File: config.mk
export PLATFORM = sky130hd
export DESIGN_NAME = hazard_forward_unit
export DESIGN_NICKNAME = d
export VERILOG_FILES = /design/src/rtl/hazard_forward_unit_pkg.sv /design/src/rtl/hazard_compare.sv /design/src/rtl/hazard_forward_unit.sv
export SDC_FILE = /design/constraint.sdc
export NUM_CORES = 1
export LEC_CHECK = 0
export BUFFER_PORTS_ARGS = -buffer_cell sky130_fd_sc_hd__buf_2
export CORE_ASPECT_RATIO = 0.6
export CORE_MARGIN = 1
export CORE_UTILIZATION = 42
export CTS_BUF_LIST = sky130_fd_sc_hd__clkbuf_4
export DETAILED_ROUTE_END_ITERATION = 10
export PLACE_DENSITY_LB_ADDON = 0.12
export SLEW_MARGIN = 20
export SYNTH_ARGS = -nofsm -noshare
export SYNTH_HDL_FRONTEND = slang
export SYNTH_SLANG_ARGS = --single-unit
File: constraint.sdc
create_clock -name clk -period 2.1 [get_ports clk]
set_input_delay 0.105 -clock clk [delete_from_list [all_inputs] [get_ports clk]]
set_output_delay 0.105 -clock clk [all_outputs]
set_load 0.005 [all_outputs]
File: src/rtl/hazard_forward_unit_pkg.sv
// Shared constants for the hazard/forwarding unit: forward selects, FSM encodings,
// counter width, producer record and the forward-select priority helper.
package hazard_forward_unit_pkg;

   localparam logic [1:0] FWD_REG = 2'b00;
   localparam logic [1:0] FWD_WB  = 2'b01;
   localparam logic [1:0] FWD_MEM = 2'b10;

   localparam logic [0:0] ST_RUN   = 1'b0;
   localparam logic [0:0] ST_STALL = 1'b1;

   localparam int STALL_CNT_W = 16;
   localparam int REG_W       = 5;

   typedef struct packed {
      logic [REG_W-1:0] dest;
      logic             regwrite;
   } prod_t;

   // EX result beats MEM; a WB producer is served by the regfile write-through.
   function automatic logic [1:0] fwd_sel(input logic ex_hit,
                                          input logic mem_hit,
                                          input logic wb_hit,
                                          input logic ex_load);
      logic [1:0] sel;
      sel = FWD_REG;
      if (ex_hit && !ex_load) begin
         sel = FWD_MEM;
      end else if (mem_hit) begin
         sel = FWD_WB;
      end else if (wb_hit) begin
         sel = FWD_REG;
      end
      return sel;
   endfunction

endpackage

File: src/rtl/hazard_compare.sv
// One source-versus-producer RAW match; $zero and unused sources never match.
// Purely combinational, no backpressure.
module hazard_compare
   import hazard_forward_unit_pkg::*;
(
   input  logic [REG_W-1:0] src,
   input  logic             src_used,
   input  prod_t            prod,
   output logic             hit
);

   assign hit = src_used & prod.regwrite & (prod.dest != '0) & (src == prod.dest);

endmodule

File: src/rtl/hazard_forward_unit.sv
// RAW hazard detection and EX forward-select generation; forwarding enabled by HFU_FWD_EN.
// Forward selects registered (1 edge); stall/flush controls combinational (0 cycles).
// Backpressure: load-use (or any EX/MEM match without forwarding) holds PC and IF/ID and bubbles ID/EX.
module hazard_forward_unit
   import hazard_forward_unit_pkg::*;
(
   input  logic                   clk,
   input  logic                   rst_n,
   input  logic [REG_W-1:0]       id_rs,
   input  logic [REG_W-1:0]       id_rt,
   input  logic                   id_use_rs,
   input  logic                   id_use_rt,
   input  logic [REG_W-1:0]       ex_dest,
   input  logic                   ex_regwrite,
   input  logic                   ex_memread,
   input  logic                   ex_redirect,
   output logic [1:0]             ForwardA,
   output logic [1:0]             ForwardB,
   output logic                   pc_write,
   output logic                   ifid_write,
   output logic                   ifid_flush,
   output logic                   idex_flush,
   output logic [STALL_CNT_W-1:0] stall_cnt
);

   prod_t ex_prod;
   prod_t mem_q;
   prod_t wb_q;

   logic [1:0][REG_W-1:0] src;
   logic [1:0]            src_use;
   prod_t [2:0]           prod;
   logic [1:0][2:0]       hit;

   logic [1:0] sel_a;
   logic [1:0] sel_b;
   logic       stall_cond;
   logic [0:0] state_q;
   logic [0:0] state_nxt;

   assign ex_prod = '{dest: ex_dest, regwrite: ex_regwrite};
   assign src     = {id_rt, id_rs};
   assign src_use = {id_use_rt, id_use_rs};
   assign prod    = {wb_q, mem_q, ex_prod};

   // hit[s][p]: s = 0 rs / 1 rt, p = 0 EX / 1 MEM / 2 WB
   for (genvar s = 0; s < 2; s++) begin : g_src
      for (genvar p = 0; p < 3; p++) begin : g_prod
         hazard_compare u_cmp (
            .src      (src[s]),
            .src_used (src_use[s]),
            .prod     (prod[p]),
            .hit      (hit[s][p])
         );
      end
   end

   always_ff @(posedge clk or negedge rst_n) begin
      if (!rst_n) begin
         mem_q <= '0;
         wb_q  <= '0;
      end else begin
         mem_q <= ex_prod;
         wb_q  <= mem_q;
      end
   end

   assign sel_a = fwd_sel(hit[0][0], hit[0][1], hit[0][2], ex_memread);
   assign sel_b = fwd_sel(hit[1][0], hit[1][1], hit[1][2], ex_memread);

`ifdef HFU_FWD_EN
   logic [1:0] fwd_a_q;
   logic [1:0] fwd_b_q;

   assign stall_cond = (hit[0][0] | hit[1][0]) & ex_memread;

   always_ff @(posedge clk or negedge rst_n) begin
      if (!rst_n) begin
         fwd_a_q <= FWD_REG;
         fwd_b_q <= FWD_REG;
      end else if (idex_flush) begin
         fwd_a_q <= FWD_REG;
         fwd_b_q <= FWD_REG;
      end else begin
         fwd_a_q <= sel_a;
         fwd_b_q <= sel_b;
      end
   end

   assign ForwardA = fwd_a_q;
   assign ForwardB = fwd_b_q;
`else
   logic [3:0] sel_unused;

   // Without bypass paths every in-flight EX/MEM producer must drain to the regfile.
   assign stall_cond = hit[0][0] | hit[1][0] | hit[0][1] | hit[1][1];
   assign sel_unused = {sel_a, sel_b};
   assign ForwardA   = FWD_REG;
   assign ForwardB   = FWD_REG;
`endif

   always_comb begin
      pc_write   = 1'b1;
      ifid_write = 1'b1;
      ifid_flush = 1'b0;
      idex_flush = 1'b0;
      if (ex_redirect) begin
         ifid_flush = 1'b1;
         idex_flush = 1'b1;
      end else if (stall_cond) begin
         pc_write   = 1'b0;
         ifid_write = 1'b0;
         idex_flush = 1'b1;
      end
   end

   always_comb begin
      state_nxt = state_q;
      case (state_q)
         ST_RUN:   if (stall_cond && !ex_redirect) state_nxt = ST_STALL;
         ST_STALL: if (ex_redirect || !stall_cond) state_nxt = ST_RUN;
         default:  state_nxt = ST_RUN;
      endcase
   end

   always_ff @(posedge clk or negedge rst_n) begin
      if (!rst_n) begin
         state_q <= ST_RUN;
      end else begin
         state_q <= state_nxt;
      end
   end

   always_ff @(posedge clk or negedge rst_n) begin
      if (!rst_n) begin
         stall_cnt <= '0;
      end else if (!pc_write && (stall_cnt != {STALL_CNT_W{1'b1}})) begin
         stall_cnt <= stall_cnt + STALL_CNT_W'(1);
      end
   end

endmodule

==> metrics, run 1 <==
Post-Syn Instances=124; filler instances=259; final core occ=60.3%; worst slew pin tran=0.663 ns; max-slew violations=0; htree depth=1; GPL Wtd Cong=0.695; first-pass GRT wire length=4730 µm; Cell Count, Final, Fillers Out=224; Slew HR=55.8%; CTS tree=built; initial antenna violation count=0; DR pass1 iterations=4; FF/Latch Area=551 µm²; ys async rst share=100%; # clock sinks=22; I/O Buffers=40; die area=0.00329 mm²; Initial Utilization=44.4%; Synth cell types=30; antenna cells=0; PD cells=493 mW/mm²; CTS buffer count=3; share of the synthesized area in the top cell type=42.9%; # DRC=0; clk_skew=0.00228 ns; leak pwr=0.828 nW; Initial DRC Count=72; critical path launch point type=flip-flop; Die X=73.4 µm; crit end category=primary output; vias in the first global route=993; largest area contributor in the netlist=dfrtp_1; Max Fclk=480 MHz; Core Region=0.00289 mm²; commonest non-fill, non-tap cells in the layout=buf_2, dfrtp_1, xnor2_1; Period minus WS final=2.08 ns; CTS Buffer Depth=2; Hold Vio Cnt, Final=0; total grt overflow=0; later-pin clock latency in the skew report=0.30 ns; post-placement cell count=211; Max Cap Viol=0; period utilization=99.1%; critical path type=reg2out; clock root buffer=clkbuf_4; final WL=3150 µm; Mean Syn Cell Area=10.4 µm²; row count=15; RSZ-0062 raised after global routing=true; Worst VDD drop=0.378 mV; Reg clk slew, reported paths=0.11 ns; die height=44.8 µm; pin count of the biggest net entering global routing=23; antenna-violating nets left=0; number of synthesized flops with an enable pin=0; Yosys warning count=0; layout cells sized above 1=39.6%; cell area after synthesis=0.00128 mm²; Required @ worst endpoint=2.00 ns; DP Wirelength=2350 µm; Area contributors post-synth=dfrtp_1, xnor2_1, xor2_1; CP Max Fanout=3; via count=1137; register bit count reported by yosys=22; sequential element share of the synthesized area=42.9%; final-stage net count=207; GRT Total Usage=19.9%; Power, Total=859 µW; Vias/cell=5.08; area of the multi-input gates=744 µm²; worst hold-check path type=in2reg; status=completed; dominant synthesized flop cell=dfrtp_1; Avg WL per Cell=14.0 µm; area grow syn2layout=35.7%; CP Data Arrival Time=1.98 ns; Top Ports=46; endpoints failing setup=0; most common cell after layout, fill and taps aside=buf_2
cell usage after synthesis, types with 2 or more instances:
master / count
nand2_1: 12
nor3_1: 5
mux2_2: 2
dfrtp_1: 22
nor2_1: 3
nor4_1: 8
nand4_1: 6
xnor2_1: 20
nand3_1: 7
xor2_1: 13
nand2b_1: 2
buf_4: 6
repair_timing:
| action | in CTS | in global routing |
|---|---|---|
| pin swaps | 1 | 2 |
| hold buffers | 7 | 0 |
| setup endpoints to repair | 5 | 14 |
| gates resized for setup | 2 | 10 |
| setup buffers | 3 | 0 |
| endpoints found under the hold margin | 28 | 0 |
cell type report:
class | count | share of cell area, %
clock buffers | 3 | 1.29
repair buffers | 60 | 21.3
multi-input cells | 97 | 42.7
flip-flops and latches | 22 | 31.6
well taps | 42 | 3.02
flip-flops by register name, summed over array words and instances, names as in the netlist:
signal     count
stall_cnt     16
mem_q          6
critical path, stage by stage, from the launching register on:
cell and delay, ns:
dfrtp_1 0.42, or4_4 0.52, o21a_1 0.21, a32oi_4 0.20, buf_6 0.13, or2_4 0.10, buf_2 0.10
through the flow:
step                hold WS [ns]  setup TNS, ns  setup slack [ns]  instance area [µm²]
floorplan                 -0.191              0             0.214                 1290
global placement          0.0938              0            0.0762                 1560
detailed placement         0.108        -0.0130           -0.0130                 1560
CTS                        0.200         -0.106           -0.0377                 1690
global route               0.202         -0.910            -0.119                 1740
finish                     0.220              0            0.0188                 1740
worst paths after layout:
| path | startpoint | cells after the start | to | slack [ns] |
|---|---|---|---|---|
| max | mem_q[1]$_DFF_PN0_ | 6 | ifid_write | 0.02 |
| min | ex_redirect | 3 | stall_cnt[14]$_DFFE_PN0P_ | 0.22 |
| max reg2reg | mem_q[1]$_DFF_PN0_ | 7 | stall_cnt[4]$_DFFE_PN0P_ | 0.02 |
| min reg2reg | stall_cnt[7]$_DFFE_PN0P_ | 1 | stall_cnt[7]$_DFFE_PN0P_ | 0.49 |
| max in group asynchronous | rst_n | 2 | stall_cnt[15]$_DFFE_PN0P_ | 1.47 |
| min in group asynchronous | rst_n | 2 | stall_cnt[10]$_DFFE_PN0P_ | 0.29 |
power by group:
| part | switching, mW | internal (mW) |
|---|---|---|
| Clock | 0.118 | 0.0669 |
| Combinational | 0.104 | 0.108 |
| Sequential | 0.0167 | 0.445 |
per-layer routing:
metal,routed length [µm],GRT usage [%],up-vias
met2,1390,28.3,36
met5,0,0,-
li1,-,-,541
met4,12,3.85,0
met3,172,5.58,2
met1,1570,30.3,558
kinds of logic (layout without fill, tap and decap cells):
family	Yosys count	after routing	synth area share, %
and+or+nand+nor	50	50	20.9
xor gates and xnor gates	33	33	22.5
buffers and inverters	8	63	4.68
other	1	4	0.292
DFF	22	22	42.9
adders and majority gates	1	1	0.975
muxes	3	3	2.63
AOI/OAI and AO/OA	6	6	5.17
No activity file was read; power rests on OpenSTA's default activity.
==> run 2: changes to the inputs <==
--- a/config.mk
+++ b/config.mk
@@ -12,6 +12,7 @@
 export CTS_BUF_LIST = sky130_fd_sc_hd__clkbuf_4
 export DETAILED_ROUTE_END_ITERATION = 10
 export PLACE_DENSITY_LB_ADDON = 0.12
+export REMOVE_ABC_BUFFERS = 1
 export SLEW_MARGIN = 20
 export SYNTH_ARGS = -nofsm -noshare
 export SYNTH_HDL_FRONTEND = slang
==> metrics, run 2 (synthesis results as in run 1) <==
initial antenna violation count=0 (unchanged); antenna cells=0 (unchanged); Max Cap Viol=0 (unchanged); Period minus WS final=2.10 ns (was 2.08 ns); endpoints failing setup=2 (was 0); setup ws final=-0.00123 ns (was 0.0188 ns); worst slew pin tran=0.635 ns (was 0.663 ns); vias in the first global route=996 (was 993); Die X=73.4 µm (unchanged); die height=44.8 µm (unchanged); CTS Buffer Depth=2 (unchanged); area grow syn2layout=32.7% (was 35.7%); filler instances=269 (was 259); I/O Buffers=40 (unchanged); GPL Wtd Cong=0.711 (was 0.695); crit end category=primary output (unchanged); CP cell instances=or4_1 -> o21a_1 -> a32oi_4 -> or2_2 -> buf_2 (was or4_4 -> o21a_1 -> a32oi_4 -> buf_6 -> or2_4 -> buf_2); placed cell area=0.00156 mm² (unchanged); via count=1112 (was 1137); die area=0.00329 mm² (unchanged); critical path type=reg2out (unchanged); layout cells sized above 1=36.3% (was 39.6%); top flop regs=stall_cnt x16, mem_q x6 (unchanged); WHS=0.174 ns (was 0.220 ns); Initial DRC Count=58 (was 72); GRT Total Usage=20.5% (was 19.9%); first-pass GRT wire length=4840 µm (was 4730 µm); DR pass1 iterations=4 (unchanged); CP Data Arrival Time=2.00 ns (was 1.98 ns); row count=15 (unchanged); final-stage net count=206 (was 207); most common cell after layout, fill and taps aside=buf_2 (unchanged); design area=0.00170 mm² (was 0.00174 mm²); critical path's largest stage delay=0.52 ns (about the same); Top Ports=46 (unchanged); max reg flops=16 (unchanged); period utilization=100% (was 99.1%); leak pwr=0.821 nW (was 0.828 nW); commonest non-fill, non-tap cells in the layout=buf_2, dfrtp_1, xnor2_1 (unchanged); Vias/cell=4.96 (was 5.08); final WL=3100 µm (was 3150 µm); Slew HR=57.6% (was 55.8%); Core Region=0.00289 mm² (unchanged); slowest CP cell=or4_1 (was or4_4); critical path launch point type=flip-flop (unchanged); Worst VDD drop=0.286 mV (was 0.378 mV); Reg clk slew, reported paths=0.12 ns (was 0.11 ns); status=finished, violations left (was completed); failing checks=negative setup slack; CP Max Fanout=6 (was 3); CP bufs+invs=1 (was 2); largest reg by FF count=stall_cnt (unchanged); pin count of the biggest net entering global routing=23 (unchanged); PD cells=508 mW/mm² (was 493 mW/mm²); # clock sinks=22 (unchanged); total grt overflow=0 (unchanged); DP Wirelength=2300 µm (was 2350 µm); # DRC=0 (unchanged); max-slew violations=0 (unchanged); htree depth=1 (unchanged); Avg WL per Cell=13.8 µm (was 14.0 µm); clock root buffer=clkbuf_4 (unchanged); CTS buffer count=3 (unchanged); clk_skew=0.00414 ns (was 0.00228 ns); critical path's top delay family=simple AND/OR/NAND/NOR gates (unchanged); worst hold-check path type=in2reg (unchanged); RSZ-0062 raised after global routing=true (unchanged); Total Neg Setup Slack=-0.00170 ns (was 0 ns); Required @ worst endpoint=2.00 ns (about the same); CTS tree=built (unchanged); Hold Vio Cnt, Final=0 (unchanged); Initial Utilization=44.4% (unchanged); later-pin clock latency in the skew report=0.32 ns (was 0.30 ns); antenna-violating nets left=0 (unchanged); Max Fclk=476 MHz (was 480 MHz)
run 2: path summary, 6_finish.rpt:
kind                            slack [ns]                      start  cells after the start                   endpoint
worst max-delay path                -0.001         mem_q[1]$_DFF_PN0_                      5                   pc_write
worst min-delay path                  0.17                ex_redirect                      3  stall_cnt[14]$_DFFE_PN0P_
worst max register to register        0.05         mem_q[1]$_DFF_PN0_                      6   stall_cnt[1]$_DFFE_PN0P_
worst min register to register        0.50  stall_cnt[13]$_DFFE_PN0P_                      1  stall_cnt[13]$_DFFE_PN0P_
max in group asynchronous             1.47                      rst_n                      2  stall_cnt[13]$_DFFE_PN0P_
min in group asynchronous             0.29                      rst_n                      2   stall_cnt[4]$_DFFE_PN0P_
run 2: power breakdown:
part	internal, mW	switching (mW)	total (mW)
combinational	0.104	0.0956	0.199
sequential	0.445	0.0170	0.462
clock	0.0697	0.133	0.203
total	0.618	0.246	0.864
run 2: per-stage QoR:
step | utilization [%] | total power, mW | setup slack (ns) | cells
6_report | 58.9 | 0.864 | -0.00123 | 224
5_1_grt | 58.9 | 0.913 | -0.0827 | 224
4_1_cts | 58.1 | 0.869 | -0.0483 | 224
3_5_place_dp | 54.1 | 0.655 | -0.0153 | 211
3_3_place_gp | 54.1 | 0.649 | 0.0326 | 211
2_1_floorplan | - | 0.553 | 0.0990 | 119
run 2: layout make-up:
cell class	count	area [µm²]	area share, %
multi-input combinational	97	713	41.9
tap	42	52.6	3.09
clock buffer	3	22.5	1.32
timing repair buffer	59	360	21.2
clock inverter	1	3.75	0.220
sequential	22	551	32.3
run 2: timing repair:
action / 4_1_cts / 5_1_grt
pin swaps: 1 / 1
setup buffers: 2 / 0
setup endpoints to repair: 10 / 10
endpoints found under the hold margin: 28 / 0
resized for setup: 1 / 4
hold buffers: 7 / 0
run 2: worst register-to-register path, cell delays in order (launching register included):
cell and delay (ns):
dfrtp_1 0.43, or4_1 0.52, o21a_1 0.21, a32oi_4 0.25, buf_4 0.20, nor2_2 0.05
mux2_2 0.29
run 2: layer usage:
metal / wire length, µm / track usage (%)
met5: 0 / 0
met4: 22 / 4.23
met3: 181 / 6.70
met2: 1330 / 28.7
met1: 1570 / 30.7
